## config.mk

```make
export PLATFORM = sky130hd
export DESIGN_NAME = gearbox_ser_flat
export DESIGN_NICKNAME = d
export VERILOG_FILES = /design/src/rtl/gearbox_ser_if.sv /design/src/rtl/gearbox_ser.sv /design/src/flat_wrapper.sv
export SDC_FILE = /design/constraint.sdc
export NUM_CORES = 1
export LEC_CHECK = 0
export ABC_AREA = 1
export CAP_MARGIN = 20
export CORE_ASPECT_RATIO = 0.7
export CORE_MARGIN = 2
export CORE_UTILIZATION = 51
export DETAILED_ROUTE_END_ITERATION = 8
export PLACE_DENSITY = 0.76
export SLEW_MARGIN = 20
export SYNTH_ARGS = -nofsm -noshare
export SYNTH_HDL_FRONTEND = slang
export SYNTH_SLANG_ARGS = --single-unit
```

## constraint.sdc

```tcl
create_clock -name clk -period 1.5 [get_ports clk]
set_input_delay 0.15 -clock clk [delete_from_list [all_inputs] [get_ports clk]]
set_output_delay 0.15 -clock clk [all_outputs]
set_load 0.1 [all_outputs]
```

## src/rtl/gearbox_ser_if.sv

```systemverilog
// gearbox_ser_if: word handshake, serial output and underflow status bundle for gearbox_ser.
interface gearbox_ser_if #(
    parameter int IN_WIDTH  = 32,
    parameter int OUT_WIDTH = 2
);
    logic [IN_WIDTH-1:0]  din;
    logic                 din_valid;
    logic                 din_ready;
    logic                 msb_first;
    logic [OUT_WIDTH-1:0] dout;
    logic                 dout_valid;
    logic                 underflow;
    logic                 underflow_clr;
    modport master (
        output din, din_valid, msb_first, underflow_clr,
        input  din_ready, dout, dout_valid, underflow
    );
    modport slave (
        input  din, din_valid, msb_first, underflow_clr,
        output din_ready, dout, dout_valid, underflow
    );
endinterface

```

## src/rtl/gearbox_ser.sv

```systemverilog
// gearbox_ser: IN_WIDTH->OUT_WIDTH gapless serializer with one-word holding buffer and sticky underflow.
// Optional macro GEARBOX_SER_PRBS_EN fills idle cycles with PRBS7 instead of zeros.
module gearbox_ser #(
    parameter int IN_WIDTH  = 32,
    parameter int OUT_WIDTH = 2
) (
    input logic          clk,
    input logic          rst,
    gearbox_ser_if.slave s
);
    localparam int N  = IN_WIDTH / OUT_WIDTH;
    localparam int BW = N > 1 ? $clog2(N) : 1;
    localparam logic [BW-1:0] LAST = BW'(N - 1);

    typedef enum logic {IDLE, STREAM} state_t;
    state_t r_state, w_state_nxt;

    logic [IN_WIDTH-1:0]  r_sr, r_hr, w_word;
    logic [BW-1:0]        r_beat;
    logic                 r_hr_full, r_chain, r_underflow;
    logic                 w_xfer, w_slot, w_load, w_load_hr, w_hr_in, w_uf_set;
    logic [OUT_WIDTH-1:0] w_fill;

    always_comb begin
        w_word = s.din;
        for (int i = 0; i < IN_WIDTH; i++) w_word[i] = s.msb_first ? s.din[IN_WIDTH-1-i] : s.din[i];
    end

    assign s.din_ready = !r_hr_full && !rst;
    assign w_xfer      = s.din_valid && s.din_ready;
    // A load slot opens when SR is empty or about to emit its final beat.
    assign w_slot      = r_state == IDLE || r_beat == LAST;
    assign w_load_hr   = w_slot && r_hr_full;
    assign w_load      = w_load_hr || (w_slot && w_xfer);
    assign w_hr_in     = w_xfer && !(w_slot && !r_hr_full);
    assign w_uf_set    = r_state == STREAM && w_slot && !w_load && r_chain;

    always_ff @(posedge clk) begin
        if (rst) r_state <= IDLE;
        else     r_state <= w_state_nxt;
    end

    always_comb begin
        w_state_nxt = w_slot ? (w_load ? STREAM : IDLE) : r_state;
    end

    always_ff @(posedge clk) begin
        if (rst) begin
            r_sr        <= '0;
            r_hr        <= '0;
            r_hr_full   <= 1'b0;
            r_beat      <= '0;
            r_chain     <= 1'b0;
            r_underflow <= 1'b0;
        end else begin
            if (w_load) begin
                r_sr    <= w_load_hr ? r_hr : w_word;
                r_beat  <= '0;
                r_chain <= r_state == STREAM;
            end else if (!w_slot) begin
                r_sr   <= r_sr >> OUT_WIDTH;
                r_beat <= r_beat + 1'b1;
            end else begin
                r_beat <= '0;
            end
            if (w_hr_in) r_hr <= w_word;
            r_hr_full   <= w_hr_in || (r_hr_full && !w_load_hr);
            r_underflow <= w_uf_set || (r_underflow && !s.underflow_clr);
        end
    end

`ifdef GEARBOX_SER_PRBS_EN
    logic [6:0] r_lfsr, w_lfsr_nxt;
    // x^7+x^6+1; the bit leaving the top of the register is the next one on the line.
    always_comb begin
        w_lfsr_nxt = r_lfsr;
        w_fill     = '0;
        for (int i = 0; i < OUT_WIDTH; i++) begin
            w_fill[i]  = w_lfsr_nxt[6];
            w_lfsr_nxt = {w_lfsr_nxt[5:0], w_lfsr_nxt[6] ^ w_lfsr_nxt[5]};
        end
    end
    always_ff @(posedge clk) begin
        if (rst)                  r_lfsr <= 7'h7F;
        else if (r_state == IDLE) r_lfsr <= w_lfsr_nxt;
    end
`else
    assign w_fill = '0;
`endif

    always_comb begin
        s.dout_valid = r_state == STREAM;
        s.dout       = r_state == STREAM ? r_sr[OUT_WIDTH-1:0] : w_fill;
    end

    assign s.underflow = r_underflow;
endmodule

```

## src/flat_wrapper.sv

```systemverilog
// flat-port wrapper written by rule: the top's interface ports become plain ports
module gearbox_ser_flat 
#(
    parameter int IN_WIDTH  = 32,
    parameter int OUT_WIDTH = 2
)
  (clk, rst, s_din, s_din_valid, s_msb_first, s_underflow_clr, s_din_ready, s_dout, s_dout_valid, s_underflow);
  gearbox_ser_if #(.IN_WIDTH(IN_WIDTH), .OUT_WIDTH(OUT_WIDTH)) s_i ();
  input logic clk;
  input logic rst;
  input wire logic [$bits(s_i.din)-1:0] s_din;
  input wire logic [$bits(s_i.din_valid)-1:0] s_din_valid;
  input wire logic [$bits(s_i.msb_first)-1:0] s_msb_first;
  input wire logic [$bits(s_i.underflow_clr)-1:0] s_underflow_clr;
  output wire logic [$bits(s_i.din_ready)-1:0] s_din_ready;
  output wire logic [$bits(s_i.dout)-1:0] s_dout;
  output wire logic [$bits(s_i.dout_valid)-1:0] s_dout_valid;
  output wire logic [$bits(s_i.underflow)-1:0] s_underflow;
  assign s_i.din = s_din;
  assign s_i.din_valid = s_din_valid;
  assign s_i.msb_first = s_msb_first;
  assign s_i.underflow_clr = s_underflow_clr;
  assign s_din_ready = s_i.din_ready;
  assign s_dout = s_i.dout;
  assign s_dout_valid = s_i.dout_valid;
  assign s_underflow = s_i.underflow;
  gearbox_ser #(.IN_WIDTH(IN_WIDTH), .OUT_WIDTH(OUT_WIDTH)) u_core (.clk(clk), .rst(rst), .s(s_i));
endmodule
```

==> Word-level counts from Yosys, hierarchy flattened <==
Cells that the tools add are included.
{ "word_totals": {"out_inout_bits": 5, "inputBits": 37, "word_cells": 70, "reg_bits": 72} }
{ "op_classes": {"n_bitwise": 1, "eq_ne": 2, "reduce_logical": 22, "mux": 37, "add_sub_neg": 1} }
{ "op_table": {"columns": ["cell", "count"], "rows": [
  ["two-way mux 32 bit", 3],
  ["two-way mux 1 bit", 33],
  ["logical AND 1 bit", 11],
  ["logical NOT 1 bit", 6],
  ["adder 4 x 1 -> 4 bit (second input constant)", 1],
  ["== test 4 bit (second input constant)", 1],
  ["logical OR 1 bit", 4],
  ["OR reduction 3 bit", 1],
  ["two-way mux 2 bit", 1],
  ["inequality test 2 bit (second input constant)", 1],
  ["NOT 1 bit", 1]
]} }

==> Depth between registers and ports, before layout <==
{ "depth": {"ltp_word": 9, "ltp_mapped": 9, "ltp_nobuf": 8} }

==> Least setup slack after synthesis <==
No wires, ideal clock.
{ "synth_path": {"kind": "reg2out", "start": "register u_core.r_state (netlist: u_core.s.dout_valid)", "end": "output s_dout[0]", "arrival_time_ns": 1.815, "path_slack_ns": -0.465, "path_buffers": 0, "path_stages_with_launch": 3, "t_required_ns": 1.350, "path_cell_list": "dfxtp_1 nand2_1 inv_1"} }
{ "synth_between": {"elab_chain_len": 1} }
{ "synth_rtl": {"columns": ["element", "line", "source"], "rows": [
  ["start: declaration", "gearbox_ser.sv:16", "state_t r_state, w_state_nxt;"],
  ["start signal: assignment", "gearbox_ser.sv:40", "else r_state <= w_state_nxt;"],
  ["two-way mux 2 bit", "gearbox_ser.sv:93", "s.dout = r_state == STREAM ? r_sr[OUT_WIDTH-1:0] : w_fill;"],
  ["end: declaration", "flat_wrapper.sv:16", "output wire logic [$bits(s_i.dout)-1:0] s_dout;"]
]} }
No other way between the ends.

==> Worst setup path in the final report <==
{ "layout_path": {"start": "register u_core.r_beat[1]", "end": "register u_core.r_hr[1]"} }
{ "layout_between": {"elab_chain_len": 5} }
{ "layout_rtl": {"columns": ["element", "line", "source"], "rows": [
  ["start: declaration", "gearbox_ser.sv:19", "logic [BW-1:0] r_beat;"],
  ["start signal: assignment", "gearbox_ser.sv:62", "r_beat <= r_beat + 1'b1;"],
  ["== test 4 bit", "gearbox_ser.sv:32", "assign w_slot = r_state == IDLE || r_beat == LAST;"],
  ["logical OR 1 bit", "gearbox_ser.sv:32", null],
  ["logical AND 1 bit", "gearbox_ser.sv:35", "assign w_hr_in = w_xfer && !(w_slot && !r_hr_full);"],
  ["logical NOT 1 bit", "gearbox_ser.sv:35", null],
  ["logical AND 1 bit", "gearbox_ser.sv:35", null],
  ["end signal: assignment", "gearbox_ser.sv:66", "if (w_hr_in) r_hr <= w_word;"],
  ["end: declaration", "gearbox_ser.sv:18", "logic [IN_WIDTH-1:0] r_sr, r_hr, w_word;"]
]} }
No other way between the ends.
A chain may end at the register's enable or synchronous reset.

==> metrics.json <==
{
  "sta": {
    "holdWs_ns": 0.431,
    "fmax_mhz": 653,
    "post-route-worst-setup-slack_ns": -0.0304,
    "setup-tns-final_ns": -0.0635,
    "post-route-min-period_ns": 1.53,
    "final.period_utilization_pct": 102,
    "finalSetupViolations": 4,
    "final.setup_skew_ns": 0.00997,
    "max_slew_margin_pct": 69.8,
    "number_of_slew_limit_violations_in_the_final_report": 0,
    "hold_violations": 0,
    "worst_slew_pin_slew_ns": 0.452,
    "unrepaired_setup_endpoints_after_global_routing": "true"
  },
  "setup_path": {
    "worst-setup-path-type": "reg -> reg",
    "critical_path_required_ns": 1.77,
    "critical_path.max_fanout": 6,
    "crit_path_end_kind": "flip-flop",
    "timing.critical_path.from_type": "flip-flop",
    "cp_data_arrival_time_ns": 1.80
  },
  "layout": {
    "synthToLayoutAreaGrowth_pct": 27.7,
    "num-fill-cells": 628,
    "drive_gt1_share_pct": 14.2,
    "n_antenna_cell": 0,
    "nNetsFinal": 667,
    "finalInstanceArea_um2": 4870,
    "multiInputGateArea_um2": 1940,
    "seqCellArea_um2": 1450
  },
  "die": {
    "dieArea_um2": 8190,
    "design.core.area_um2": 7250,
    "starting_density_pct": 52.5,
    "design.portCount": 42,
    "floorplan.die.width_um": 107,
    "die_height_um": 76.3,
    "num_rows": 26
  },
  "drt": {
    "dr.pass1.iters": 5,
    "detail_route.drc_violations": 0,
    "drt_iter0_drc": 322,
    "detail-route-antenna-nets": 0,
    "route.vias.total": 3755,
    "drt_wl_total_mm": 9.97,
    "viasPerCell": 5.13,
    "wl_per_cell_um": 13.6
  },
  "clock_network": {
    "tritoncts.num_buffers": 9,
    "insertion_delay_ns": 0.35,
    "root_buffer": "sky130_fd_sc_hd__clkbuf_8",
    "tritoncts_clock_tree": "built",
    "max-clock-path-buffers": 2,
    "path_clk_slew_ns": 0.08,
    "post_cts_hold_fix_bufs": 0,
    "clock_sinks": 72,
    "htree_levels": 3
  },
  "global_route": {
    "largest_net_degree_at_the_start_of_global_routing": 65,
    "global_route.usage.total_pct": 25.5,
    "grt_pass1_wl_mm": 16.8,
    "globalRouteOverflowTotal": 0,
    "antenna_found_initial": 0,
    "first_global_vias": 3603
  },
  "power_and_ir_drop": {
    "p_per_area_nw_per_um2": 900,
    "worst_ir_drop_vdd_v": 0.000477,
    "leakagePower_uw": 0.00206
  },
  "outcome": {
    "status": "finished, violations left",
    "failed_checks": "setup timing"
  },
  "place": {
    "port_buffers": 41,
    "placement.setup.worst_slack_ns": -0.193,
    "dpl.hpwl_mm": 6.59,
    "place_area_um2": 4480,
    "finalWeightedCongestion": 0.812
  },
  "logic_synthesis": {
    "syn-instance-count": 583,
    "ys.warnings.count": 0,
    "flip_flop_and_latch_count_after_synthesis": 72,
    "synth.yosys.seq_area_share_pct": 37.8,
    "synth.lib_cells_used.distinct": 28,
    "netlist_area_um2": 3810,
    "synth.avg_cell_area_um2": 6.54,
    "synth_fp_nets": 621
  },
  "min_path": {
    "min_path_type": "in -> reg"
  },
  "job": {
    "drv_cap": 0
  }
}
-- flip-flops by register name (all words and copies together), names as in the netlist --
signal and cells:
u_core.r_chain 1, u_core.r_beat 4, u_core.s.dout_valid 1, u_core.r_hr_full 1
u_core.r_sr 32, u_core.r_hr 32, u_core.s.underflow 1
-- worst max-delay path, stage by stage (launching register included) --
cell	delay, ns
sky130_fd_sc_hd__dfxtp_2	0.34
sky130_fd_sc_hd__ha_4	0.17
sky130_fd_sc_hd__nand3_4	0.07
sky130_fd_sc_hd__buf_6	0.11
sky130_fd_sc_hd__nand4_4	0.11
sky130_fd_sc_hd__buf_6	0.17
sky130_fd_sc_hd__clkbuf_16	0.15
sky130_fd_sc_hd__or2_0	0.19
sky130_fd_sc_hd__a21oi_1	0.15
-- stage by stage --
stage                     power (µW)  instances  utilization, %
after global routing            4600        732            67.1
after detailed placement        2970        710            61.7
after floorplan                 2670        583               -
after CTS                       4390        730            65.8
final                           4380        732            67.1
after global placement          2950        710            61.7
-- cell families (layout without fill, tap and decap cells) --
kind of cell	Yosys count	count (layout)	synth area share [%]
AOI/OAI and AO/OA	147	147	20.3
xor gates and xnor gates	2	2	0.460
adders and majority gates	1	1	0.328
buffers and inverters	121	172	13.1
DFF	72	72	37.8
and+or+nand+nor	240	240	28.1
-- layer usage --
layer	track usage [%]	up-vias	part of all wire (%)
met1	34.5	1745	47
li1	-	1937	-
met5	0	-	0
met4	6.23	0	1.1
met3	5.05	11	3.5
met2	41.7	62	48
-- cell usage in the layout (no fill, tap or decap), types with 2 or more instances in the layout --
cell type                         instances
sky130_fd_sc_hd__buf_4                   17
sky130_fd_sc_hd__o21a_1                  13
sky130_fd_sc_hd__inv_4                    2
sky130_fd_sc_hd__or2_1                   25
sky130_fd_sc_hd__o21ai_1                 36
sky130_fd_sc_hd__nor2_1                  15
sky130_fd_sc_hd__clkbuf_8                10
sky130_fd_sc_hd__or2_2                    2
sky130_fd_sc_hd__clkinv_2                 3
sky130_fd_sc_hd__nand2_2                  3
sky130_fd_sc_hd__buf_12                  11
sky130_fd_sc_hd__clkinvlp_4               2
sky130_fd_sc_hd__inv_1                   73
sky130_fd_sc_hd__dfxtp_1                 68
sky130_fd_sc_hd__or2_0                    4
sky130_fd_sc_hd__clkdlybuf4s50_1         35
sky130_fd_sc_hd__a21oi_2                 13
sky130_fd_sc_hd__dfxtp_2                  3
sky130_fd_sc_hd__nand2_1                145
sky130_fd_sc_hd__nand3_1                 42
sky130_fd_sc_hd__buf_6                    4
sky130_fd_sc_hd__o21ai_0                 34
sky130_fd_sc_hd__a21oi_1                 51
sky130_fd_sc_hd__inv_2                    7
-- Yosys cell counts --
| master | instances | area share, % |
|---|---|---|
| sky130_fd_sc_hd__a21oi_1 | 63 | 8.3 |
| sky130_fd_sc_hd__buf_2 | 13 | 1.7 |
| sky130_fd_sc_hd__nor2_4 | 1 | 0.30 |
| sky130_fd_sc_hd__nand2_4 | 1 | 0.30 |
| sky130_fd_sc_hd__ha_1 | 1 | 0.33 |
| sky130_fd_sc_hd__nand3_2 | 1 | 0.26 |
| sky130_fd_sc_hd__nor2_1 | 15 | 1.5 |
| sky130_fd_sc_hd__nand3_1 | 42 | 5.5 |
| sky130_fd_sc_hd__o21a_1 | 13 | 2.6 |
| sky130_fd_sc_hd__clkbuf_1 | 16 | 1.6 |
| sky130_fd_sc_hd__a21oi_2 | 1 | 0.23 |
| sky130_fd_sc_hd__or2_2 | 2 | 0.33 |
| sky130_fd_sc_hd__nand2_1 | 148 | 15 |
| sky130_fd_sc_hd__or2_1 | 25 | 4.1 |
| sky130_fd_sc_hd__xor2_1 | 1 | 0.23 |
| sky130_fd_sc_hd__or2_0 | 4 | 0.66 |
| sky130_fd_sc_hd__nand4_4 | 1 | 0.56 |
| sky130_fd_sc_hd__o21ai_1 | 35 | 4.6 |
| sky130_fd_sc_hd__xnor2_1 | 1 | 0.23 |
| sky130_fd_sc_hd__inv_2 | 8 | 0.79 |
| sky130_fd_sc_hd__o21ai_0 | 35 | 4.6 |
| sky130_fd_sc_hd__buf_6 | 2 | 0.59 |
| sky130_fd_sc_hd__clkinv_2 | 1 | 0.13 |
| sky130_fd_sc_hd__dfxtp_1 | 72 | 38 |
| sky130_fd_sc_hd__buf_1 | 3 | 0.30 |
| sky130_fd_sc_hd__buf_4 | 3 | 0.59 |
| sky130_fd_sc_hd__inv_1 | 74 | 7.3 |
| sky130_fd_sc_hd__clkinv_1 | 1 | 0.098 |
-- final timing paths --
check,depth (start not counted),end,from,slack (ns)
max,8,u_core.r_hr[1]$_SDFFE_PP0P_,u_core.r_beat[1]$_SDFF_PP0_,-0.03
min,4,u_core.s.underflow$_SDFF_PP0_,s_underflow_clr,0.43
max reg2reg,8,u_core.r_hr[1]$_SDFFE_PP0P_,u_core.r_beat[1]$_SDFF_PP0_,-0.03
min reg2reg,2,u_core.r_hr[5]$_SDFFE_PP0P_,u_core.r_hr[5]$_SDFFE_PP0P_,0.45
-- area by class of cell --
class                      count  area share (%)
tap                           98            2.52
inverter                      84            6.63
timing repair buffer          72            17.4
clock inverter                 6           0.849
sequential                    72            29.8
clock buffer                  10            2.83
multi-input combinational    390            40.0
-- repair_timing --
action                                 4_1_cts  5_1_grt
endpoints found under the hold margin        0        0
setup buffers                                2        1
gates cloned                                 2        1
gates resized for setup                     11       19
setup endpoints to repair                   11       51
pin swaps                                    2        0
-- power by group --
group | total, µW | internal [µW] | switching [µW] | leakage [µW]
registers | 2090 | 2030 | 66.5 | 0.000590
clock network | 1390 | 648 | 744 | 0.0000930
logic | 896 | 386 | 510 | 0.00138
total | 4380 | 3060 | 1320 | 0.00206
No activity file was read; power rests on OpenSTA's default activity.
